$ cat src/rtl/regfile_pkg.sv
// Shared constants and small helpers for the register file and its write arbiter.
// Imported by the interface, the round-robin grant logic and the arbiter top.
package regfile_pkg;

  localparam int DATA_W   = 8;
  localparam int ADDR_W   = 2;
  localparam int NUM_REGS = 3;
  localparam int NUM_REQ  = 3;
  localparam int CNT_W    = 8;

  localparam logic [ADDR_W-1:0] BAD_ADDR = 2'b11;

  typedef enum logic [1:0] {
    PTR_0 = 2'd0,
    PTR_1 = 2'd1,
    PTR_2 = 2'd2
  } rr_ptr_e;

  // Priority pointer position following a grant to requester idx (mod 3).
  function automatic rr_ptr_e ptr_after(input logic [1:0] idx);
    rr_ptr_e nxt;
    case (idx)
      2'd0:    nxt = PTR_1;
      2'd1:    nxt = PTR_2;
      2'd2:    nxt = PTR_0;
      default: nxt = PTR_0;
    endcase
    return nxt;
  endfunction

  function automatic logic [1:0] onehot3_to_idx(input logic [2:0] oh);
    logic [1:0] idx;
    case (oh)
      3'b001:  idx = 2'd0;
      3'b010:  idx = 2'd1;
      3'b100:  idx = 2'd2;
      default: idx = 2'd0;
    endcase
    return idx;
  endfunction

endpackage

$ cat src/rtl/regfile_write_arbiter_if.sv
// Request and register-file write bundle between the requesters and the write arbiter.
// Requester i uses address bits [2i+1:2i] and data bits [DATA_W*i +: DATA_W].
interface regfile_write_arbiter_if #(
  parameter int DATA_W  = 8,
  parameter int NUM_REQ = 3
) ();

  logic [NUM_REQ-1:0]        req_valid;
  logic [2*NUM_REQ-1:0]      req_addr;
  logic [DATA_W*NUM_REQ-1:0] req_data;
  logic [NUM_REQ-1:0]        req_ready;
  logic                      write_enable;
  logic [1:0]                write_address;
  logic [DATA_W-1:0]         write_data;
  logic                      err_bad_addr;
  logic [7:0]                write_count;

  modport master (
    output req_valid,
    output req_addr,
    output req_data,
    input  req_ready,
    input  write_enable,
    input  write_address,
    input  write_data,
    input  err_bad_addr,
    input  write_count
  );

  modport slave (
    input  req_valid,
    input  req_addr,
    input  req_data,
    output req_ready,
    output write_enable,
    output write_address,
    output write_data,
    output err_bad_addr,
    output write_count
  );

endinterface

$ cat src/rtl/rr_arbiter3.sv
// Three-way round-robin grant: one-hot grant to the first valid requester
// searching from ptr upwards (mod 3); all zero when nothing is valid.
module rr_arbiter3
  import regfile_pkg::*;
(
  input  logic [2:0]        valid,
  input  logic [ADDR_W-1:0] ptr,
  output logic [2:0]        grant
);

  logic [2:0] rot_s;
  logic [2:0] pick_s;

  function automatic logic [2:0] pick_first(input logic [2:0] v);
    logic [2:0] r;
    if (v[0]) begin
      r = 3'b001;
    end else if (v[1]) begin
      r = 3'b010;
    end else if (v[2]) begin
      r = 3'b100;
    end else begin
      r = 3'b000;
    end
    return r;
  endfunction

  // Rotate so the pointed requester sits at bit 0, pick, then rotate back.
  always_comb begin
    rot_s  = valid;
    pick_s = 3'b000;
    grant  = 3'b000;
    case (ptr)
      2'd1: begin
        rot_s  = {valid[0], valid[2], valid[1]};
        pick_s = pick_first(rot_s);
        grant  = {pick_s[1], pick_s[0], pick_s[2]};
      end
      2'd2: begin
        rot_s  = {valid[1], valid[0], valid[2]};
        pick_s = pick_first(rot_s);
        grant  = {pick_s[0], pick_s[2], pick_s[1]};
      end
      default: begin
        rot_s  = valid;
        pick_s = pick_first(rot_s);
        grant  = pick_s;
      end
    endcase
  end

endmodule

$ cat src/rtl/regfile_write_arbiter.sv
// Round-robin write arbiter in front of a 3-entry register file: accepts one
// request per cycle and issues a registered write strobe, address and data.
module regfile_write_arbiter #(
  parameter int DATA_W  = regfile_pkg::DATA_W,
  parameter int NUM_REQ = regfile_pkg::NUM_REQ
) (
  input  logic                    clk,
  input  logic                    reset,
  regfile_write_arbiter_if.slave  bus
);

  import regfile_pkg::*;

  logic [NUM_REQ-1:0] grant_s;
  logic [NUM_REQ-1:0] ready_s;
  logic               xfer_s;
  logic [1:0]         grant_idx_s;
  logic [ADDR_W-1:0]  sel_addr_s;
  logic [DATA_W-1:0]  sel_data_s;
  rr_ptr_e            ptr_r;
  rr_ptr_e            ptr_nxt_s;

  logic               we_r;
  logic [ADDR_W-1:0]  waddr_r;
  logic [DATA_W-1:0]  wdata_r;
  logic               err_r;
  logic [CNT_W-1:0]   cnt_r;

  rr_arbiter3 u_rr (
    .valid (bus.req_valid),
    .ptr   (ptr_r),
    .grant (grant_s)
  );

  // Grants are suppressed for the whole cycle while reset is held low.
  always_comb begin
    ready_s = '0;
    if (reset) begin
      ready_s = grant_s;
    end else begin
      ready_s = '0;
    end
  end

  // Transfer detection and selection of the granted requester's address/data.
  always_comb begin
    xfer_s      = |(bus.req_valid & ready_s);
    grant_idx_s = onehot3_to_idx(ready_s);
    sel_addr_s  = '0;
    sel_data_s  = '0;
    case (grant_idx_s)
      2'd0: begin
        sel_addr_s = bus.req_addr[1:0];
        sel_data_s = bus.req_data[DATA_W-1:0];
      end
      2'd1: begin
        sel_addr_s = bus.req_addr[3:2];
        sel_data_s = bus.req_data[2*DATA_W-1:DATA_W];
      end
      2'd2: begin
        sel_addr_s = bus.req_addr[5:4];
        sel_data_s = bus.req_data[3*DATA_W-1:2*DATA_W];
      end
      default: begin
        sel_addr_s = '0;
        sel_data_s = '0;
      end
    endcase
  end

  // Pointer next state: move past the winner on a transfer, otherwise hold.
  always_comb begin
    ptr_nxt_s = ptr_r;
    if (xfer_s) begin
      ptr_nxt_s = ptr_after(grant_idx_s);
    end else begin
      ptr_nxt_s = ptr_r;
    end
  end

  // Pointer register.
  always_ff @(posedge clk) begin
    if (!reset) begin
      ptr_r <= PTR_0;
    end else begin
      ptr_r <= ptr_nxt_s;
    end
  end

  // Write-side registers; a bad-address transfer is consumed without a write.
  always_ff @(posedge clk) begin
    if (!reset) begin
      we_r    <= 1'b0;
      waddr_r <= '0;
      wdata_r <= '0;
      err_r   <= 1'b0;
      cnt_r   <= '0;
    end else if (xfer_s) begin
      if (sel_addr_s == BAD_ADDR) begin
        we_r  <= 1'b0;
        err_r <= 1'b1;
      end else begin
        we_r    <= 1'b1;
        waddr_r <= sel_addr_s;
        wdata_r <= sel_data_s;
        cnt_r   <= cnt_r + 8'd1;
      end
    end else begin
      we_r <= 1'b0;
    end
  end

  assign bus.req_ready     = ready_s;
  assign bus.write_enable  = we_r;
  assign bus.write_address = waddr_r;
  assign bus.write_data    = wdata_r;
  assign bus.err_bad_addr  = err_r;
  assign bus.write_count   = cnt_r;

endmodule

$ cat src/flat_wrapper.sv
// flat-port wrapper written by rule: the top's interface ports become plain ports
module regfile_write_arbiter_flat import regfile_pkg::*;
#(
  parameter int DATA_W  = regfile_pkg::DATA_W,
  parameter int NUM_REQ = regfile_pkg::NUM_REQ
)
  (clk, reset, bus_req_valid, bus_req_addr, bus_req_data, bus_req_ready, bus_write_enable, bus_write_address, bus_write_data, bus_err_bad_addr, bus_write_count);
  regfile_write_arbiter_if #(.DATA_W(DATA_W), .NUM_REQ(NUM_REQ)) bus_i ();
  input  logic clk;
  input  logic reset;
  input wire logic [$bits(bus_i.req_valid)-1:0] bus_req_valid;
  input wire logic [$bits(bus_i.req_addr)-1:0] bus_req_addr;
  input wire logic [$bits(bus_i.req_data)-1:0] bus_req_data;
  output wire logic [$bits(bus_i.req_ready)-1:0] bus_req_ready;
  output wire logic [$bits(bus_i.write_enable)-1:0] bus_write_enable;
  output wire logic [$bits(bus_i.write_address)-1:0] bus_write_address;
  output wire logic [$bits(bus_i.write_data)-1:0] bus_write_data;
  output wire logic [$bits(bus_i.err_bad_addr)-1:0] bus_err_bad_addr;
  output wire logic [$bits(bus_i.write_count)-1:0] bus_write_count;
  assign bus_i.req_valid = bus_req_valid;
  assign bus_i.req_addr = bus_req_addr;
  assign bus_i.req_data = bus_req_data;
  assign bus_req_ready = bus_i.req_ready;
  assign bus_write_enable = bus_i.write_enable;
  assign bus_write_address = bus_i.write_address;
  assign bus_write_data = bus_i.write_data;
  assign bus_err_bad_addr = bus_i.err_bad_addr;
  assign bus_write_count = bus_i.write_count;
  regfile_write_arbiter #(.DATA_W(DATA_W), .NUM_REQ(NUM_REQ)) u_core (.clk(clk), .reset(reset), .bus(bus_i));
endmodule
$ cat config.mk
export PLATFORM = sky130hd
export DESIGN_NAME = regfile_write_arbiter_flat
export DESIGN_NICKNAME = d
export VERILOG_FILES = /design/src/rtl/regfile_pkg.sv /design/src/rtl/regfile_write_arbiter_if.sv /design/src/rtl/rr_arbiter3.sv /design/src/rtl/regfile_write_arbiter.sv /design/src/flat_wrapper.sv
export SDC_FILE = /design/constraint.sdc
export NUM_CORES = 1
export LEC_CHECK = 0
export BUFFER_PORTS_ARGS = -buffer_cell sky130_fd_sc_hd__buf_2
export CORE_AREA = 2 2 48 73
export DETAILED_ROUTE_END_ITERATION = 8
export DIE_AREA = 0 0 50 75
export GPL_ROUTABILITY_DRIVEN = 0
export GPL_TIMING_DRIVEN = 0
export PLACE_DENSITY = 0.82
export SKIP_CTS_REPAIR_TIMING = 1
export SYNTH_ARGS = -nofsm -noshare
export SYNTH_HDL_FRONTEND = slang
export SYNTH_SLANG_ARGS = --single-unit
$ cat constraint.sdc
create_clock -name clk -period 2.2 [get_ports clk]
set_input_delay 0.44 -clock clk [delete_from_list [all_inputs] [get_ports clk]]
set_output_delay 0.44 -clock clk [all_outputs]
set_load 0.02 [all_outputs]
After elaboration in Yosys (flattened, before gate mapping)
Index checks and enable logic that the tools add are counted.

Output and inout bits: 23. Input bits: 35. Word-level logic and storage cells: 37. Register bits after elaboration: 22.

$add $sub $neg: 1. Multiplexer cells: 16. Equal/unequal tests: 7. Reduce and logical (&&, ||, !) cells: 5. Bitwise logic cells: 2.

Operators by type and width (count): 3-bit two-way mux (10); 8-bit case mux with 3 select lines (1); 8-bit by 1-bit adder with 8-bit output (second input constant) (1); 2-bit case mux with 2 select lines (2); 2-bit == test (second input constant) (3); 2-bit case mux with 3 select lines (1); 3-bit case mux with 2 select lines (1); 2-bit AND reduction (3); 2-bit by 1-bit == test with 1-bit output (second input constant) (2); 3-bit bitwise AND (1); 3-bit by 2-bit == test with 1-bit output (second input constant) (1); 3-bit == test (second input constant) (1); 3-bit OR reduction (1); 2-bit zero test (1); 1-bit two-way mux (1); 1-bit NOT (1).

Longest topological paths before layout
Gate-level depths: netlist of the first run.

Depth in word-level cells: 12. Gate-level depth with buffers: 12. Gate-level depth less buffers: 11.

Modules after synthesis
Synthesis of the first run repeated with hierarchy kept, for this count alone.

Cells, all modules: 172. Area, all modules: 1437.6 sq um.

Modules (own cells, without submodules): regfile_write_arbiter (cells each 158, times used 1, area an instance 1326.3 sq um, seq. area each 440.4 sq um); rr_arbiter3 (cells each 14, times used 1, area an instance 111.4 sq um, seq. area each 0.0 sq um).

Worst setup path before layout of the first run
Ideal clock, no wire load.

Kind: reg-to-reg. Start: register u_core.ptr_r[0]. End: register u_core.wdata_r[3], in the netlist u_core.bus.write_data[3]. Data required time: 2130 ps. Clock period less this slack: 2236 ps. Stages on the path, launching flop included: 12. Setup slack: -36 ps. Arrival time: 2165 ps. Library setup time: 70 ps. Buffers on the path: 1. Path through: dfxtp_1 inv_1 ha_1 nor2b_4 o211a_1 a21oi_2 inv_2 nand2_1 buf_4 o22ai_1 or3_1 a21oi_1.

Cells in the longest elaborated chain, start to end: 10. Elaborated cells on any way between the ends: 17. Those cells by class: eq/ne: 7; mux: 5; bitwise: 2; reduce/logical: 3.

Ends and longest elaborated chain: start: declaration (RTL line regfile_write_arbiter.sv:20) `rr_ptr_e ptr_r;`; start signal: assignment (RTL line regfile_write_arbiter.sv:86) `ptr_r <= ptr_nxt_s;`; 2-bit == test or 2-bit by 1-bit == test with 1-bit output (tied branches) (RTL line rr_arbiter3.sv:33) `case (ptr)`; 3-bit case mux with 2 select lines * (RTL line rr_arbiter3.sv:33); 3-bit two-way mux * (RTL line regfile_write_arbiter.sv:38) `if (reset) begin`; via bus_req_ready[2] (RTL line flat_wrapper.sv:14) `output wire logic [$bits(bus_i.req_ready)-1:0] bus_req_ready;`; 3-bit == test or 3-bit by 2-bit == test with 1-bit output (tied branches) (RTL line regfile_pkg.sv:33) `case (oh)`; 2-bit case mux with 2 select lines (RTL line regfile_pkg.sv:33); 2-bit == test, or another cell as far along (RTL line regfile_write_arbiter.sv:51) `case (grant_idx_s)`; 2-bit case mux with 3 select lines (RTL line regfile_write_arbiter.sv:51); 2-bit == test (RTL line regfile_write_arbiter.sv:99) `if (sel_addr_s == BAD_ADDR) begin`; 1-bit NOT (no line); 2-bit AND reduction (no line); end signal: assignment (RTL line regfile_write_arbiter.sv:105) `wdata_r <= sel_data_s;`; end: declaration (RTL line regfile_write_arbiter.sv:25) `logic [DATA_W-1:0] wdata_r;`.

The timed path passes the listed nets; every way through them passes the cells marked *. A chain may end at the register's enable or synchronous reset.

Final worst setup path of the first run
Start: register u_core.ptr_r[0]. End: register u_core.wdata_r[6], in the netlist u_core.bus.write_data[6].

Cells in the longest elaborated chain, start to end: 10. Elaborated cells on any way between the ends: 17. Those cells by class: eq/ne: 7; mux: 5; bitwise: 2; reduce/logical: 3.

Ends and longest elaborated chain (RTL line): 2-bit == test or 2-bit by 1-bit == test with 1-bit output (tied branches) (rr_arbiter3.sv:33); 3-bit case mux with 2 select lines * (rr_arbiter3.sv:33); 3-bit two-way mux * (regfile_write_arbiter.sv:38); 3-bit == test or 3-bit by 2-bit == test with 1-bit output (tied branches) (regfile_pkg.sv:33); 2-bit case mux with 2 select lines (regfile_pkg.sv:33); 2-bit == test, or another cell as far along (regfile_write_arbiter.sv:51); 2-bit case mux with 3 select lines (regfile_write_arbiter.sv:51); 2-bit == test (regfile_write_arbiter.sv:99); 1-bit NOT (no line); 2-bit AND reduction (no line).

Every way passes the cells marked *; elsewhere a longest branch is shown, timed or not.

==> summary by stage, run 1 <==
Synth
Summing the areas of all compound-gate instances in the mapped netlist gives 21.4% of the synthesized area. Summing every instance area after synthesis gives 1260 µm². The sequential area share after synthesis is 34.9%. By area, the combinational part of the netlist is dominated by simple AND/OR/NAND/NOR gates. The number of different library cells in the post-synthesis netlist is 41. The number of flops mapped to enable cells by yosys is 0. Yosys printed 0 warnings. The mean post-synth cell area is 8.26 µm². The gate count of the mapped netlist is 153.

The net count of the mapped netlist is 191. The portion of synthesized area spent on multiplexers is 6.34%. The post-synthesis sequential element count is 22.

The synthesized netlist devotes 0.693% of its cell area to XOR and XNOR gates. After Yosys synthesis, full adders, half adders and majority gates account for 2.97% of the synthesized area. Among all flip-flop cells after synthesis, the most frequent one is sky130_fd_sc_hd__dfxtp_1. The share of synthesized cell area in and, or, nand and nor gates is 27.6%.

Counting flops with an async set or reset pin after synthesis yields a share of 0%.

Status
The flow ran to the end, but the final reports show violations. The final reports fail on negative setup slack.

Final layout
The layout net count is 261. Once layout is complete, the utilization of the core stands at 63.8%. Across the whole layout, storage elements account for 443 µm². Cells with a size suffix above 1 make up 55.9% of the layout. The number of filler cells placed in the layout is 238. The most common library cell in the layout ignoring fill and taps is sky130_fd_sc_hd__buf_2. The multi-input combinational cells in the finished layout cover a total of 938 µm². Leaving out fill and tap cells, the most frequent cells in the layout are 56 x sky130_fd_sc_hd__buf_2, 20 x sky130_fd_sc_hd__dfxtp_1, 14 x sky130_fd_sc_hd__nor2_1, 11 x sky130_fd_sc_hd__nand2_1. The antenna diode count is 0.

From synthesis to final layout, the design area changed by 56.2%. The total non-filler cell area in the finished layout is 1970 µm².

Clocking
The clock-pin transition on the worst setup and hold timing paths is 0.09 ns. TritonCTS built the clock tree. For this design, the sink count on the clock tree is 22. For the worst-skew pair, the clock arrives at the later sink with an insertion delay of 0.27 ns. No sink is reached through more buffers than the 2 on the longest clock path. The root buffer selected by CTS is sky130_fd_sc_hd__clkbuf_8. The number of buffers created by CTS is 3. The level count of the clock H-tree is 1.

Timing
The number of endpoints with negative hold slack in the final report came to 0. The final-report max-slew violation count came to 0. The relative max-transition margin is 57.7%. The final worst clock skew is 0.00476 ns. The maximum frequency from static timing analysis is 0.436 GHz. At the pin with the least slew margin, the transition time is 0.635 ns. Setup repair after global routing could not meet its margin everywhere. The share of the clock period used by the worst path after layout is 104%. Across all setup checks in the final design, the least slack found is -0.0954 ns. Setup violations remaining at the end of the flow were counted as 18. After layout, the minimum clock period comes to 2.30 ns.

Setup path
The class of the most critical setup path is register to register. In this run the critical register-to-register path is launched from u_core.ptr_r[0]$_SDFFE_PN0N_. STA puts the critical path data required time at 2.40 ns. The worst register-to-register path has a depth of 11. The family with the most delay on the worst path is compound AO/OA/AOI/OAI gates. The nature of the critical path endpoint is a register. The worst path arrival time is 2.50 ns.

On the worst path, the slowest cell contributes a delay of 0.40 ns. The slowest stage of the critical path is the sky130_fd_sc_hd__a221oi_4 cell. STA classifies the critical path startpoint as a register. The worst register-to-register path ends at u_core.bus.write_data[6]$_SDFFE_PN0P_.

The critical path contains buffers and inverters numbering 4 combined. Of all nets on the critical path, the largest fanout is 6. Traced cell by cell, the critical path runs through inv_2 -> ha_4 -> and2b_1 -> a211o_4 -> inv_6 -> nor3_4 -> a221oi_4 -> buf_6 -> clkbuf_16 -> nand2_4 -> a21oi_2. In this run the register-to-register setup slack is -0.1 ns.

Place
The detailed placer's ending HPWL is 2.54 mm. Summing all placed instances gives a cell area of 1610 µm². The number of port buffers is 57.

Detailed routing
The average wire per standard cell is 14.8 µm. The wire length after detailed routing is 3.87 mm. The DRC violation total after the first TritonRoute iteration is 45. The first detailed-routing pass ran for 4 iterations.

The via count is 1420. The via count normalized by instance count is 5.42. The count of nets left with antenna violations once routing finished came out at 0. For this run, design rule violations remaining after detail routing come to 0.

Global route
Global routing used 16.9% of the available tracks across all layers. The maximum number of pins on one net before global-route repair is 14. The initial antenna violation count is 0. The via count of the first global-routing pass was 1146. The wire length of the first global-routing pass is 4.98 mm. The leftover overflow at the end of global routing is 0.

Pwr
The leakage component of the power is 0.917 nW. The peak supply drop is 0.401 mV. The ratio of total power to cell area is 639 nW/µm².

Die
In this run the vertical extent of the chip is 75 µm. The number of ports placed on the die boundary is 58. The die is 50 µm wide. The site row count is 25. The die covers 3750 µm². After floorplanning, the core was sized to cover 3100 µm².

Once the floorplan was initialized, standard cells occupied 40.8% of the core.

Worst hold path
The launch point of the worst hold path is u_core.bus.write_data[3]$_SDFFE_PN0P_. For hold timing, the worst endpoint is u_core.bus.write_data[3]$_SDFFE_PN0P_. Counting instances, the worst hold path has a depth of 2.

The type of the tightest min-delay check is register to register.

Job
The number of maximum-capacitance constraint violations is 0.
cells in the mapped netlist, types with 2 or more instances:
cell type | count | area share (%)
sky130_fd_sc_hd__dfxtp_1 | 22 | 35
sky130_fd_sc_hd__nand2_1 | 21 | 6.2
sky130_fd_sc_hd__nor2_1 | 15 | 4.5
sky130_fd_sc_hd__a21oi_1 | 13 | 5.1
sky130_fd_sc_hd__o22ai_1 | 9 | 4.5
sky130_fd_sc_hd__or3_1 | 9 | 4.5
sky130_fd_sc_hd__mux2i_1 | 8 | 6.3
sky130_fd_sc_hd__inv_1 | 6 | 1.8
sky130_fd_sc_hd__nand4_1 | 4 | 2.0
sky130_fd_sc_hd__ha_1 | 3 | 3.0
sky130_fd_sc_hd__inv_2 | 3 | 0.89
sky130_fd_sc_hd__nand2b_1 | 3 | 1.5
sky130_fd_sc_hd__a211oi_1 | 2 | 1.2
sky130_fd_sc_hd__a21oi_2 | 2 | 1.4
sky130_fd_sc_hd__and2_1 | 2 | 0.99
sky130_fd_sc_hd__buf_2 | 2 | 0.79
sky130_fd_sc_hd__buf_6 | 2 | 1.8
sky130_fd_sc_hd__nand3_1 | 2 | 0.79
sky130_fd_sc_hd__nor3_1 | 2 | 0.79
sky130_fd_sc_hd__nor4_1 | 2 | 0.99
worst min-delay path, delay by kind of cell, from the launching register on:
kind,cells,cell delay [ns]
flip-flops,1,0.32
AND/OR/NAND/NOR,1,0.05
AO/OA/AOI/OAI,1,0.05
kinds of logic after synthesis:
kind of cell	Yosys count
buf+inv	15
fa+ha+maj	3
compound gates	36
mux	8
simple gates	68
xor+xnor	1
flops	22
state kept, by name, indices dropped and copies added (netlist names):
signal / count
u_core.ptr_r: 2
u_core.bus.write_data: 8
u_core.bus.write_count: 8
u_core.bus.write_enable: 1
u_core.bus.write_address: 2
u_core.bus.err_bad_addr: 1
area by class of cell:
cell class                      count  area share (%)
Clock inverter                      1            1.52
Multi-Input combinational cell    116            47.5
Timing Repair Buffer               65            19.2
Buffer                              6            2.72
Inverter                            9            1.96
Sequential cell                    22            22.4
Tap cell                           40            2.53
Clock buffer                        3            2.09
report_power, final:
part | total, mW | switching [mW] | internal (mW)
Clock | 0.383 | 0.140 | 0.243
Sequential | 0.459 | 0.0282 | 0.430
Combinational | 0.421 | 0.227 | 0.194
Total | 1.26 | 0.394 | 0.868
metal layers:
layer	share of wire [%]	wire, µm	vias up	global-route usage (%)
li1	-	-	679	-
met1	38	1460	678	20.8
met2	55	2130	53	29.7
met3	5.4	210	10	2.38
met4	2.0	78	0	6.79
met5	0	0	-	0
metrics by stage:
step / instances / setup WS (ns) / setup TNS (ns) / total power [mW] / hold slack [ns]
final: 262 / -0.0954 / -1.23 / 1.26 / 0.453
after global placement: 250 / -0.188 / -2.55 / 0.765 / 0.435
after global routing: 262 / -0.190 / -2.90 / 1.32 / 0.479
after detailed placement: 250 / -0.221 / -2.90 / 0.771 / 0.441
after floorplan: 153 / 0.00446 / 0 / 0.668 / 0.457
after CTS: 254 / -0.256 / -3.87 / 1.14 / 0.451
how the worst max path moves through the flow:
| stage | from | end | depth (start not counted) |
|---|---|---|---|
| 3_5_place_dp | u_core.ptr_r[0]$_SDFFE_PN0N_ | u_core.bus.write_count[1]$_SDFFE_PN0P_ | 10 |
| 2_1_floorplan | u_core.ptr_r[0]$_SDFFE_PN0N_ | u_core.bus.write_count[7]$_SDFFE_PN0P_ | 11 |
| 3_3_place_gp | u_core.ptr_r[0]$_SDFFE_PN0N_ | u_core.bus.write_data[1]$_SDFFE_PN0P_ | 9 |
| 5_1_grt | u_core.ptr_r[0]$_SDFFE_PN0N_ | u_core.bus.write_data[5]$_SDFFE_PN0P_ | 9 |
| 6_report | u_core.ptr_r[0]$_SDFFE_PN0N_ | u_core.bus.write_data[6]$_SDFFE_PN0P_ | 11 |
| 4_1_cts | u_core.ptr_r[0]$_SDFFE_PN0N_ | u_core.bus.write_count[1]$_SDFFE_PN0P_ | 10 |
No activity file was read; power rests on OpenSTA's default activity.
==> inputs of run 2 (changes only) <==
--- a/config.mk
+++ b/config.mk
@@ -6,13 +6,12 @@
 export NUM_CORES = 1
 export LEC_CHECK = 0
 export BUFFER_PORTS_ARGS = -buffer_cell sky130_fd_sc_hd__buf_2
-export CORE_AREA = 2 2 48 73
+export CORE_AREA = 4 4 50 75
 export DETAILED_ROUTE_END_ITERATION = 8
-export DIE_AREA = 0 0 50 75
+export DIE_AREA = 0 0 54 79
 export GPL_ROUTABILITY_DRIVEN = 0
 export GPL_TIMING_DRIVEN = 0
 export PLACE_DENSITY = 0.82
-export SKIP_CTS_REPAIR_TIMING = 1
 export SYNTH_ARGS = -nofsm -noshare
 export SYNTH_HDL_FRONTEND = slang
 export SYNTH_SLANG_ARGS = --single-unit
==> run 2 against run 1 <==
- the run still ends with negative setup slack left
- critical path depth shrank 2
- sequential share of layout area increased by 0.33 points
- utilization shrank 0.93 points
==> summary by stage, run 2 (synthesized netlist as in run 1, its figures left out) <==
Clocking
The clock sink count is 22 (unchanged). The number of buffers created by CTS is 3 (unchanged). The count of hold buffers inserted by post-cts repair is 0. The level count of the clock H-tree was 1 (unchanged). The maximum clock path buffer count came to 2 (unchanged). TritonCTS built the clock tree. The source-to-sink clock delay at the later pin of the worst-skew pair came to 0.27 ns (about the same). The tree is rooted in a sky130_fd_sc_hd__clkbuf_8. The clock-pin transition on the worst setup and hold timing paths came to 0.09 ns (about the same).

Timing
The minimum period implied by the final worst setup slack is 2.31 ns (+0.0131 ns). The setup total negative slack came to -1.33 ns (-0.104 ns). The share of the clock period used by the worst path after layout is 105% (+0.60 points). The count of final setup violators was 19 (+1). Setup repair after global routing could not meet its margin everywhere. The post-layout worst setup margin is -0.109 ns (-0.0131 ns). The final worst clock skew was 0.00716 ns (+0.00241 ns). The maximum frequency from static timing analysis came to 0.433 GHz (-0.57%). The measured slew at the worst slew-check pin came to 0.532 ns (-0.103 ns).

The final-report max-slew violation count is 0 (unchanged). The number of endpoints with negative hold slack in the final report is 0 (unchanged). The final-layout worst hold slack is 0.455 ns (+0.00229 ns).

The relative max-transition margin is 64.6% (+6.9 points).

Global route
The wire length of the first global-routing pass is 6.21 mm (+25%). The met1 layer usage reported by global route is 22.7% (+1.9 points). The global router's overall resource usage came to 19.4% (+2.5 points). The met3 capacity usage during global routing is 2.44% (+0.058 points). After global routing, the most crowded layer is met2. The via count of the first global-routing pass came to 1377 (+20%). The maximum number of pins on one net before global-route repair is 14 (unchanged). The global routing usage on met2 is 33.6% (+3.9 points). The leftover overflow at the end of global routing is 0 (unchanged). The initial antenna violation count is 0 (unchanged).

Die
The initial cell density of the core is 40.8% (unchanged). The total die area is 4270 µm² (+14%). The overall die width is 54 µm (+8.0%).

The number of ports placed on the die boundary is 58 (unchanged). The site row count is 25 (unchanged). The placeable core region is 3100 µm² (unchanged). The y dimension of the die came to 79 µm (+5.3%).

Job
The number of maximum-capacitance constraint violations is 0 (unchanged).

Setup path
STA classifies the critical path endpoint as a register. The worst path arrival time came to 2.51 ns (about the same). The slowest cell on the critical path is sky130_fd_sc_hd__or3_1. The buffer and inverter count on the worst path was 1 (-3). The required time of the critical path came to 2.40 ns (about the same). The count of cell instances traversed by the critical path is 9 (-2). The length in cells of the worst reg-to-reg path is 9 (-2). The family with the most delay on the worst path is compound AO/OA/AOI/OAI gates. Traced cell by cell, the critical path runs through inv_2 -> ha_4 -> nor2b_4 -> o31a_1 -> a21oi_4 -> a21boi_4 -> nor2_1 -> or3_1 -> a21oi_2.

STA classifies the critical path startpoint as a register. The worst-path maximum fanout is 8 (+2). The largest stage delay on the critical path is 0.39 ns (about the same). The class of the most critical setup path is register to register.

Place
The detailed placer's ending HPWL was 2.67 mm (+4.9%). The number of port buffers is 57 (unchanged). The placed cell area is 1610 µm² (unchanged). The total placed cells including tap cells was 250 (unchanged).

Detailed routing
The number of detailed-route iterations in the first pass is 4 (unchanged). The wire length after detailed routing came to 3.77 mm (-2.7%). The via count is 1414 (-0.42%). The average wire per standard cell came to 14.0 µm (-4.9%).

The DRC violation total after the first TritonRoute iteration came to 33 (-27%). The via count normalized by instance count is 5.28 (-2.7%). The post-detailed-route DRC marker count came to 0 (unchanged). The number of nets with antenna violations after detailed routing was 0 (unchanged).

Final layout
The antenna diode count came to 0 (unchanged). The layout net count was 267 (+2.3%). The area added between synthesis and finish is 54.0%.

The top cell types in the final layout, fill and taps aside, are 55 x sky130_fd_sc_hd__buf_2, 20 x sky130_fd_sc_hd__dfxtp_1, 15 x sky130_fd_sc_hd__nand2_1, 14 x sky130_fd_sc_hd__nor2_1, 13 x sky130_fd_sc_hd__buf_4. The total non-filler cell area in the finished layout came to 1950 µm² (-1.5%). The post-route non-filler standard cell count is 268 (+2.3%).

The most common library cell in the layout ignoring fill and taps is sky130_fd_sc_hd__buf_2. The fraction of layout cells with a size suffix above 1 is 51.3% (-4.5 points). The number of filler cells placed in the layout was 258 (+8.4%).

Pwr
The peak supply drop is 0.420 mV (+4.6%). The ratio of total power to cell area is 642 nW/µm² (+0.48%). The sum of internal, switching and leakage power is 1.25 mW (-0.98%). The leakage component of the power came to 0.933 nW (+1.7%).

Status
The final reports fail on negative setup slack. The flow ran to the end, but the final reports show violations.

Worst hold path
The number of cells traversed by the worst hold path is 2 (unchanged). The min-delay analysis places its worst path in the category register to register.
-- run 2: worst paths after layout --
path                                              start                                     to  slack (ns)
hold reg to reg   u_core.bus.write_data[5]$_SDFFE_PN0P_  u_core.bus.write_data[5]$_SDFFE_PN0P_        0.46
setup / recovery           u_core.ptr_r[0]$_SDFFE_PN0N_  u_core.bus.write_data[7]$_SDFFE_PN0P_       -0.11
setup reg to reg           u_core.ptr_r[0]$_SDFFE_PN0N_  u_core.bus.write_data[7]$_SDFFE_PN0P_       -0.11
hold / removal    u_core.bus.write_data[5]$_SDFFE_PN0P_  u_core.bus.write_data[5]$_SDFFE_PN0P_        0.46
-- run 2: worst register-to-register path: cells and delay by family, from the launching register on --
| family | cells | cell delay [ns] |
|---|---|---|
| and+or+nand+nor | 3 | 0.61 |
| DFF | 1 | 0.36 |
| AOI/OAI and AO/OA | 4 | 1.01 |
| adders and majority gates | 1 | 0.23 |
| buffers and inverters | 1 | 0.05 |
-- run 2: power breakdown --
group / internal [mW] / switching [mW] / leakage [nW]
logic: 0.196 / 0.220 / 0.717
registers: 0.430 / 0.0239 / 0.180
clock network: 0.243 / 0.137 / 0.0357
-- run 2: repair_timing --
item | 4_1_cts | 5_1_grt
endpoints found under the hold margin | 0 | 0
endpoints found under the setup margin | 22 | 23
cloned | 2 | 0
pin swaps | 31 | 11
setup buffers | 10 | 4
gates resized for setup | 29 | 13
-- run 2: stage by stage --
| step | util (%) | worst slack, ns |
|---|---|---|
| 2_1_floorplan | - | 0.00446 |
| 3_3_place_gp | 52.0 | -0.202 |
| 3_5_place_dp | 52.0 | -0.210 |
| 4_1_cts | 60.7 | -0.0863 |
| 5_1_grt | 62.8 | -0.191 |
| 6_report | 62.8 | -0.109 |
-- run 2: layer usage --
layer,vias up,share of wire [%]
met3,8,4.5
li1,699,-
met1,662,38
met2,45,55
met5,-,0
met4,0,2.5
-- run 2: layout make-up --
cell class / instances / area [µm²] / share of cell area (%)
multi-input cells: 116 / 878 / 45.1
flip-flops and latches: 22 / 443 / 22.8
repair buffers: 71 / 417 / 21.4
plain buffers: 6 / 50.0 / 2.57
well taps: 40 / 50.0 / 2.57
clock buffers: 3 / 41.3 / 2.12
inverters: 9 / 36.3 / 1.86
clock inverters: 1 / 30.0 / 1.54
==> inputs of run 3 (changes only) <==
--- a/config.mk
+++ b/config.mk
@@ -5,10 +5,11 @@
 export SDC_FILE = /design/constraint.sdc
 export NUM_CORES = 1
 export LEC_CHECK = 0
+export ABC_AREA = 1
 export BUFFER_PORTS_ARGS = -buffer_cell sky130_fd_sc_hd__buf_2
-export CORE_AREA = 4 4 50 75
+export CORE_AREA = 4 4 52 77
 export DETAILED_ROUTE_END_ITERATION = 8
-export DIE_AREA = 0 0 54 79
+export DIE_AREA = 0 0 56 81
 export GPL_ROUTABILITY_DRIVEN = 0
 export GPL_TIMING_DRIVEN = 0
 export PLACE_DENSITY = 0.82
==> run 3 against run 2 <==
- clock power fell by 23%
- sequential power up 17%
- synthesized cell count up 39%
- critical endpoint is now u_core.bus.write_count[7]$_SDFFE_PN0P_
- highest routed layer unchanged
- largest cell class unchanged
- flip-flop and latch count stayed put
- the run now ends clean
- worst hold slack got worse by 0.016 ns
- maximum frequency is 15% higher
==> summary by stage, run 3 <==
Timing
The minimum period implied by the final worst setup slack is 2.02 ns (-0.293 ns). The count of final setup violators is 0 (-19). The setup total negative slack is 0 ns (+1.33 ns). The maximum frequency from static timing analysis is 0.496 GHz (+15%). The share of the clock period used by the worst path after layout came to 91.6% (-13 points).

The measured slew at the worst slew-check pin was 0.422 ns (-0.109 ns). The number of endpoints with negative hold slack in the final report is 0 (unchanged). The final-report max-slew violation count was 0 (unchanged).

The relative max-transition margin is 71.8% (+7.3 points). The final worst clock skew is 0.00649 ns (-0.000670 ns). Setup repair after global routing left no endpoint under its margin. The final-layout worst hold slack is 0.440 ns (-0.0159 ns).

The post-layout worst setup margin is 0.185 ns (+0.293 ns).

Setup path
The worst path arrival time was 2.22 ns (-0.29 ns). The critical path goes through inv_1 -> ha_4 -> inv_2 -> nand2_2 -> nand2_2 -> nand2_1 -> nand2_2 -> nand3_4 -> inv_8 -> nand2_1 -> nand3_2 -> nand2_4 -> nand2_4 -> buf_6 -> nand2_1 -> a21oi_2. The worst-path maximum fanout is 10 (+2). The worst register-to-register path begins at u_core.ptr_r[0]$_SDFFE_PN0N_. The worst setup path is launched from a register.

The buffer and inverter count on the worst path was 4 (+3). The critical path in this run is classified as register to register. The largest stage delay on the critical path was 0.35 ns (-0.04 ns). The slowest cell on the critical path is sky130_fd_sc_hd__dfxtp_2. The required time of the critical path is 2.40 ns (about the same).

The endpoint of the lowest-slack register-to-register path is u_core.bus.write_count[7]$_SDFFE_PN0P_. The family with the most delay on the worst path is simple AND/OR/NAND/NOR gates. The nature of the critical path endpoint is a register.

The setup slack of the worst register-to-register path came to 0.18 ns (+0.29 ns). The length in cells of the worst reg-to-reg path is 16 (+7).

Pwr
The cell internal power dissipation is 0.927 mW (+6.6%). The ratio of total power to cell area is 872 nW/µm² (+36%). The portion of total power attributed to sequential cells is 32.9% (-3.4 points). The fraction of power consumed by the clock network is 18.2% (-12 points). The peak supply drop is 0.505 mV (+20%). The switching fraction of total power is 42.5% (+12 points). The net switching power came to 0.686 mW (+80%). The combinational share of power is 48.9% (+16 points).

The sum of internal, switching and leakage power is 1.61 mW (+29%). The leakage component of the power is 1.02 nW (+9.4%).

Place
The total placed cells including tap cells is 311 (+24%). The worst-case setup slack after placement is 0.104 ns (+0.314 ns). The detailed placer's ending HPWL came to 2.80 mm (+4.9%). The number of port buffers is 56 (-1.8%).

Final layout
The layout net count came to 317 (+19%). The area added between synthesis and finish is 34.4%. The post-route non-filler standard cell count is 320 (+19%). The most common library cell in the layout ignoring fill and taps is sky130_fd_sc_hd__nand2_1. The antenna diode count was 0 (unchanged). In the layout the commonest cells are 59 x sky130_fd_sc_hd__nand2_1, 57 x sky130_fd_sc_hd__buf_2, 34 x sky130_fd_sc_hd__nor2_1, 27 x sky130_fd_sc_hd__inv_1, 21 x sky130_fd_sc_hd__dfxtp_1. The fraction of layout cells with a size suffix above 1 is 33.8% (-18 points).

Clocking
The clock-pin transition on the worst setup and hold timing paths is 0.07 ns (-0.02 ns). The maximum clock path buffer count is 2 (unchanged). The CTS tree is built. The number of buffers created by CTS was 3 (unchanged).

The root buffer selected by CTS is sky130_fd_sc_hd__clkbuf_8. The level count of the clock H-tree is 1 (unchanged). The clock sink count is 22 (unchanged).

The count of hold buffers inserted by post-cts repair came to 0 (unchanged). The source-to-sink clock delay at the later pin of the worst-skew pair is 0.27 ns (about the same).

Die
The number of ports placed on the die boundary is 58 (unchanged). The initial cell density of the core is 40.7% (-0.13 points). The placeable core region is 3380 µm² (+9.3%). The total die area is 4540 µm² (+6.3%).

The overall die width is 56 µm (+3.7%). The y dimension of the die was 81 µm (+2.5%). The site row count is 26 (+4.0%).

Detailed routing
The post-detailed-route DRC marker count is 0 (unchanged). The average wire per standard cell is 11.3 µm (-19%). The via count came to 1519 (+7.4%).

The DRC violation total after the first TritonRoute iteration is 34 (+3.0%). The via count normalized by instance count is 4.75 (-10%). The number of nets with antenna violations after detailed routing is 0 (unchanged). The number of detailed-route iterations in the first pass was 4 (unchanged).

The wire length after detailed routing is 3.62 mm (-3.7%).

Global route
The global router's overall resource usage is 15.8% (-3.6 points). The leftover overflow at the end of global routing came to 0 (unchanged). The met3 capacity usage during global routing is 2.70% (+0.26 points).

The initial antenna violation count is 0 (unchanged). The wire length of the first global-routing pass is 5.83 mm (-6.1%). The global routing usage on met2 came to 29.5% (-4.1 points). The global routing stage identified its most utilized layer as met2. The via count of the first global-routing pass is 1383 (+0.44%).

The met1 layer usage reported by global route was 17.7% (-5.0 points). The maximum number of pins on one net before global-route repair is 13 (-1).

Synth
Summed over all instances, the cell type with the most area after synthesis is sky130_fd_sc_hd__dfxtp_1. The share of async-settable or async-resettable flops after synthesis was 0% (unchanged). Ranked by instance count, the synthesized netlist is headed by 60 x sky130_fd_sc_hd__nand2_1, 34 x sky130_fd_sc_hd__nor2_1, 27 x sky130_fd_sc_hd__inv_1, 22 x sky130_fd_sc_hd__dfxtp_1, 21 x sky130_fd_sc_hd__nand3_1. The most used standard cell by instance count after synthesis is sky130_fd_sc_hd__nand2_1.

The number of different library cells in the post-synthesis netlist is 25 (-39%). After synthesis, the cell types taking the most area are sky130_fd_sc_hd__dfxtp_1 32%, sky130_fd_sc_hd__nand2_1 16%, sky130_fd_sc_hd__nor2_1 9.3%, sky130_fd_sc_hd__nand3_1 7.6%, sky130_fd_sc_hd__inv_1 7.4%. The gate count of the mapped netlist was 213 (+39%).

The synthesized cell area came to 1380 µm² (+8.9%). The Yosys warning count is 0 (unchanged). The net count of the mapped netlist is 251 (+31%).

The most common flop cell mapped by yosys is sky130_fd_sc_hd__dfxtp_1. The share of the synthesized area in the top cell type was 32.0% (-2.9 points). The number of flops mapped to enable cells by yosys is 0 (unchanged).

The sequential area share after synthesis came to 32.0% (-2.9 points). The mean post-synth cell area is 6.46 µm² (-22%). The post-synthesis sequential element count is 22 (unchanged).

Job
The number of maximum-capacitance constraint violations came to 0 (unchanged).

Worst hold path
The sink of the worst hold path is u_core.bus.write_address[0]$_SDFFE_PN0P_. The number of cells traversed by the worst hold path is 2 (unchanged). The worst hold path belongs to the class register to register.

The launch point of the worst hold path is u_core.bus.write_address[0]$_SDFFE_PN0P_.

Status
The flow ran to the end, and the final reports show no timing, DRC or antenna violations.
run 3: cell families (layout without fill, tap and decap cells):
logic type | Yosys count | count (layout) | share of synthesized area, %
xor gates and xnor gates | 6 | 6 | 3.82
and+or+nand+nor | 133 | 133 | 44.1
AOI/OAI and AO/OA | 13 | 13 | 5.73
adders and majority gates | 3 | 3 | 2.73
buffers and inverters | 36 | 101 | 11.6
DFF | 22 | 22 | 32.0
run 3: power by group through the flow:
stage	combinational [mW]	sequential [mW]	clock, mW
3_3_place_gp	0.737	0.531	0
2_1_floorplan	0.461	0.617	0
5_1_grt	0.880	0.540	0.318
4_1_cts	0.752	0.525	0.298
6_report	0.789	0.530	0.294
3_5_place_dp	0.747	0.534	0
run 3: how the worst max path moves through the flow:
stage	from	end	slack [ns]	cells after the start
after floorplan	u_core.ptr_r[0]$_SDFFE_PN0N_	u_core.bus.write_count[0]$_SDFFE_PN0P_	0.23	13
after global placement	u_core.ptr_r[0]$_SDFFE_PN0N_	u_core.bus.write_data[5]$_SDFFE_PN0P_	0.17	15
after detailed placement	u_core.ptr_r[0]$_SDFFE_PN0N_	u_core.bus.write_count[7]$_SDFFE_PN0P_	0.10	16
after CTS	u_core.ptr_r[0]$_SDFFE_PN0N_	u_core.bus.write_count[7]$_SDFFE_PN0P_	0.08	16
after global routing	u_core.ptr_r[1]$_SDFFE_PN0N_	u_core.bus.write_count[7]$_SDFFE_PN0P_	0.02	16
final	u_core.ptr_r[0]$_SDFFE_PN0N_	u_core.bus.write_count[7]$_SDFFE_PN0P_	0.18	16
run 3: cell type report:
class / instances / area (µm²)
fill: 360 / 1530
multi-input combinational: 155 / 820
inverter: 31 / 124
sequential: 22 / 442
tap: 42 / 52.6
buffer: 5 / 38.8
clock buffer: 4 / 55.1
timing repair buffer: 61 / 318
run 3: layer usage:
metal	wire, µm	up-vias
li1	-	790
met1	1490	676
met2	1890	46
met3	181	7
met4	62	0
met5	0	-
run 3: worst reg2reg max path, delay by kind of cell (launching register included):
family	cells	cell delay [ns]
AO/OA/AOI/OAI	1	0.11
flip-flops	1	0.35
AND/OR/NAND/NOR	10	0.87
buffers and inverters	4	0.38
adder cells (fa/ha/maj)	1	0.25
run 3: per-stage QoR:
step	instance area (µm²)	util [%]
after floorplan	1380	-
after global placement	1710	50.5
after CTS	1760	52.1
after global routing	1850	54.7
final	1850	54.7
after detailed placement	1710	50.5
run 3: timing repair:
| action | 4_1_cts | 5_1_grt |
|---|---|---|
| setup buffers | 0 | 5 |
| endpoints found under the setup margin | 0 | 15 |
| gates resized for setup | 0 | 10 |
